**config.mk**
```make
export PLATFORM = sky130hd
export DESIGN_NAME = idex_stage
export DESIGN_NICKNAME = d
export VERILOG_FILES = /design/src/rtl/idex_stage.sv
export SDC_FILE = /design/constraint.sdc
export NUM_CORES = 1
export LEC_CHECK = 0
export BUFFER_PORTS_ARGS = -buffer_cell sky130_fd_sc_hd__buf_2
export CELL_PAD_IN_SITES_DETAIL_PLACEMENT = 1
export CELL_PAD_IN_SITES_GLOBAL_PLACEMENT = 1
export CORE_UTILIZATION = 38
export CTS_CLUSTER_DIAMETER = 40
export DETAILED_ROUTE_END_ITERATION = 16
export GPL_ROUTABILITY_DRIVEN = 0
export PLACE_DENSITY_LB_ADDON = 0.3
export REMOVE_ABC_BUFFERS = 1
export SYNTH_ARGS = -nofsm -noshare
export SYNTH_HDL_FRONTEND = slang
export SYNTH_SLANG_ARGS = --single-unit
```
**constraint.sdc**
```tcl
create_clock -name clk -period 3.9 [get_ports clk]
set_input_delay 0.195 -clock clk [delete_from_list [all_inputs] [get_ports clk]]
set_output_delay 0.195 -clock clk [all_outputs]
set_load 0.01 [all_outputs]
```
**src/rtl/idex_stage.sv**
```systemverilog
// ID/EX pipeline register for the semiMIPS core with load-use stall detection,
// branch squash and a saturating stall-event counter.
module idex_stage #(
  parameter int DW = 32,
  parameter int CW = 16
) (
  input  logic          clk,
  input  logic          rst_n,
  input  logic          hold,
  input  logic          exbranchtaken,
  input  logic [4:0]    ifidrs,
  input  logic [4:0]    ifidrt,
  input  logic [4:0]    ifidrd,
  input  logic          ifidusesrt,
  input  logic [DW-1:0] idreaddata1,
  input  logic [DW-1:0] idreaddata2,
  input  logic [DW-1:0] idimm,
  input  logic [8:0]    idctrl,
  output logic [4:0]    idexrs,
  output logic [4:0]    idexrt,
  output logic [4:0]    idexrd,
  output logic [DW-1:0] idexdata1,
  output logic [DW-1:0] idexdata2,
  output logic [DW-1:0] ideximm,
  output logic [8:0]    idexctrl,
  output logic          idexregwr,
  output logic          idexmemwr,
  output logic          idexvalid,
  output logic          pcwr,
  output logic          ifidwr,
  output logic [CW-1:0] stallcnt
);

  localparam logic [CW-1:0] CNT_MAX = {CW{1'b1}};

  logic [4:0]    rs_reg, rt_reg, rd_reg;
  logic [DW-1:0] data1_reg, data2_reg, imm_reg;
  logic [8:0]    ctrl_reg;
  logic          valid_reg;
  logic [CW-1:0] cnt_reg;
  logic          loaduse;
  logic          bubble;

  // A load in EX whose destination is a source of the ID instruction; $0 never stalls.
  assign loaduse = ctrl_reg[6] && valid_reg && (rt_reg != 5'd0) &&
                   ((rt_reg == ifidrs) || (ifidusesrt && (rt_reg == ifidrt)));
  assign bubble  = exbranchtaken || loaduse;

  assign pcwr   = !hold && (exbranchtaken || !loaduse);
  assign ifidwr = !hold && (exbranchtaken || !loaduse);

  always_ff @(posedge clk or negedge rst_n) begin
    if (!rst_n) begin
      rs_reg    <= '0;
      rt_reg    <= '0;
      rd_reg    <= '0;
      data1_reg <= '0;
      data2_reg <= '0;
      imm_reg   <= '0;
      ctrl_reg  <= '0;
      valid_reg <= 1'b0;
      cnt_reg   <= '0;
    end else if (!hold) begin
      if (bubble) begin
        // Zeroed register numbers keep the forwarding unit from matching a bubble.
        rs_reg    <= '0;
        rt_reg    <= '0;
        rd_reg    <= '0;
        data1_reg <= '0;
        data2_reg <= '0;
        imm_reg   <= '0;
        ctrl_reg  <= '0;
        valid_reg <= 1'b0;
      end else begin
        rs_reg    <= ifidrs;
        rt_reg    <= ifidrt;
        rd_reg    <= ifidrd;
        data1_reg <= idreaddata1;
        data2_reg <= idreaddata2;
        imm_reg   <= idimm;
        ctrl_reg  <= idctrl;
        valid_reg <= 1'b1;
      end
      // Squashed instructions are not counted as stalls.
      if (!exbranchtaken && loaduse && (cnt_reg != CNT_MAX))
        cnt_reg <= cnt_reg + CW'(1);
    end
  end

  assign idexrs    = rs_reg;
  assign idexrt    = rt_reg;
  assign idexrd    = rd_reg;
  assign idexdata1 = data1_reg;
  assign idexdata2 = data2_reg;
  assign ideximm   = imm_reg;
  assign idexctrl  = ctrl_reg;
  assign idexregwr = ctrl_reg[8];
  assign idexmemwr = ctrl_reg[7];
  assign idexvalid = valid_reg;
  assign stallcnt  = cnt_reg;

endmodule
```
==> flow_summary_export.csv <==
group,metric,value,unit
status,status,"finished clean",
cts,cts.sinks,137,
die,fp.dieArea,14890,um2
route,vias,4648,
yosys,yosys-top-cells-area,"dfrtp_1 63%, a32o_1 22%, xor2_1 3.2%",
final_layout,fillCellCount,1518,
setup_path,path_class,"flop to flop",
yosys,yosysSeqAreaShare,62.61,%
power_and_ir_drop,power,3.789,mW
setup_path,slowest_delay,0.70,ns
route,drc_errors,0,
cts,cts_buffers,17,
yosys,synthCells,381,
timing,hold_viol_final,0,
timing,slew_headroom,45.23,%
yosys,synth_top_family_by_area,"compound AO/OA/AOI/OAI gates",
yosys,synthArstFlopShare,100.0,%
cts,clock_latency,0.41,ns
cts,ctsHtreeMaxLevel,4,
timing,period_share,70.68,%
route,drt-pass1-iter-count,7,
timing,fin_crit,2.756,ns
place,hpwl,11640,um
place,dp_cells,786,
setup_path,end_kind,"flop",
cts,tritoncts,"yes",
global_route,antenna_found_initial,1,
place,numPortBuffers,265,
route,via_per_inst,5.668,
setup_path,cp_max_fo,65,
yosys,synth-seq-cells,137,
route,ant_nets,0,
yosys,synthMuxAreaShare,0.2057,%
yosys,ys.flop_type,"dfrtp_1",
final_layout,utilization,53.66,%
timing,maxSlewViolCount,0,
final_layout,final_cell_mix,"263 x buf_2, 137 x dfrtp_1, 120 x a32o_1",
timing,hold_slack,0.02105,ns
cts,cts_buffer_depth,2,
timing,fin_ws,1.144,ns
global_route,grt_overflow,0,
power_and_ir_drop,p_leak,3.840,nW
die,core_area,13990,um2
timing,fmax,0.3628,GHz
yosys,synthSimpleGateAreaFrac,5.279,%
route,totalWireLength,16880,um
die,rows,43,
cts,cts_root_buf,"clkbuf_16",
min_path,hp-class,"input port to flop",
cts,clkTransAtPathRegs,0.06,ns
power_and_ir_drop,vdd_drop_max,0.3191,mV
yosys,netlist_area,5475,um2
setup_path,path_delay_family,"compound AO/OA/AOI/OAI gates",
global_route,grt_use_total,23.13,%
yosys,synth_compound_area_share,22.78,%
final_layout,nets,752,
die,fp.dieH,122.0,um
place,dp_slack,1.188,ns
timing,finalSetupViolations,0,
die,pin_count,266,
setup_path,worstPathCellList,"xnor2_1, nand4_1, a2bb2oi_2, or2_4, buf_12, a32o_1",
global_route,grt_pass1_wl,26140,um
setup_path,start_kind,"flop",
power_and_ir_drop,p_per_area,504.8,nW/um2
route,dr.first_iter.drc_count,303,
timing,tightest_slew,0.8216,ns
final_layout,final_common_cell,"buf_2",
final_layout,post_route_cells_drive_above_1_share,48.51,%
yosys,synth-edff-count,0,
route,wl_per_cell,20.59,um
global_route,grt_pass1_vias,4873,
yosys,synth_top_area_share,62.61,%
final_layout,syn_to_final_growth,37.09,%
timing,skew,0.007010,ns
yosys,synth_top_area_cell,"dfrtp_1",
yosys,ys_types,30,
yosys,synth-adder-area-share,0.2285,%
die,die_w,122.0,um
setup_path,cp_slowest_cell,"or2_4",
timing,rsz0062_at_grt,"false",
setup_path,cp.buffers_inverters,1,
yosys,yosysWarnings,0,
setup_path,crit_arrival,3.10,ns
final_layout,instances_no_fill,820,
setup_path,cp.required,4.24,ns
global_route,grt_max_degree,92,
job,maxCapViolCount,0,
yosys,syn_area_per_cell,14.37,um2
die,initial_core_util,39.14,%
cts,cts_setup_buffers,0,
yosys,synth-xor-area-share,3.999,%
cell families after synthesis:
group | count (synthesis)
compound gates | 124
xor+xnor | 25
fa+ha+maj | 1
buf+inv | 47
flops | 137
mux | 1
simple gates | 46
through the flow:
| stage | setup TNS [ns] | cell area, um2 |
|---|---|---|
| after floorplan | -64.68 | 5211 |
| after detailed placement | 0 | 6839 |
| after CTS | 0 | 7503 |
| after global placement | 0 | 6839 |
| after global routing | 0 | 7506 |
| final | 0 | 7506 |
final timing paths:
check / start / end / slack [ns] / cells past startpoint
worst max-delay path: idexrt[1]$_DFFE_PN0N_ / idexdata2[29]$_DFFE_PN0N_ / 1.14 / 6
worst min-delay path: idreaddata1[21] / idexdata1[21]$_DFFE_PN0N_ / 0.02 / 2
worst max register to register: idexrt[1]$_DFFE_PN0N_ / idexdata2[29]$_DFFE_PN0N_ / 1.14 / 6
worst min register to register: idexdata2[27]$_DFFE_PN0N_ / idexdata2[27]$_DFFE_PN0N_ / 0.48 / 1
max in group asynchronous: rst_n / idexdata1[11]$_DFFE_PN0N_ / 2.58 / 3
min in group asynchronous: rst_n / stallcnt[15]$_DFFE_PN0P_ / 0.41 / 2
metal layers:
metal	wire, um	vias to the layer above	global-route usage [%]	share of wire [%]
met3	1404	22	8.427	8.3
met4	296	0	8.873	1.8
met2	8517	191	37.46	50
met5	0	-	0	0
met1	6664	2398	27.98	39
li1	-	2037	-	-
state kept, by name, summed over array words and instances (netlist names):
| name | count |
|---|---|
| idexctrl | 9 |
| idexdata1 | 32 |
| idexdata2 | 32 |
| ideximm | 32 |
| idexrd | 5 |
| idexrs | 5 |
| idexrt | 5 |
| idexvalid | 1 |
| stallcnt | 16 |
final cells by class:
type | instances | area [um2] | area share, %
Timing Repair Buffer | 272 | 1403 | 18.69
Clock inverter | 11 | 193.9 | 2.584
Antenna cell | 1 | 2.502 | 0.03334
Inverter | 1 | 3.754 | 0.05001
Clock buffer | 21 | 460.4 | 6.134
Sequential cell | 137 | 3428 | 45.67
Tap cell | 180 | 225.2 | 3.000
Multi-Input combinational cell | 197 | 1789 | 23.84
power by group:
part	switching (mW)	total (mW)	leakage, nW	internal, mW
combinational	0.236	0.440	1.72	0.204
clock	0.595	1.76	0.317	1.17
sequential	0.0637	1.59	1.80	1.52
total	0.895	3.79	3.84	2.89
synthesized netlist by cell type, drive strengths merged (2+ instances only):
library cell	number
a32o	120
and4	2
buf	17
clkbuf	29
dfrtp	137
nand2	6
nand3	3
nand4	5
nor2	6
nor3	3
nor4	9
nor4b	4
or2	2
or4	4
xnor2	5
xor2	20
repair_timing:
action                                  CTS  global route
hold buffers                              1             0
resized for setup                         0             0
endpoints found under the hold margin    89             0
endpoints found under the setup margin    0             0
Power figures use the tool's default switching activity.
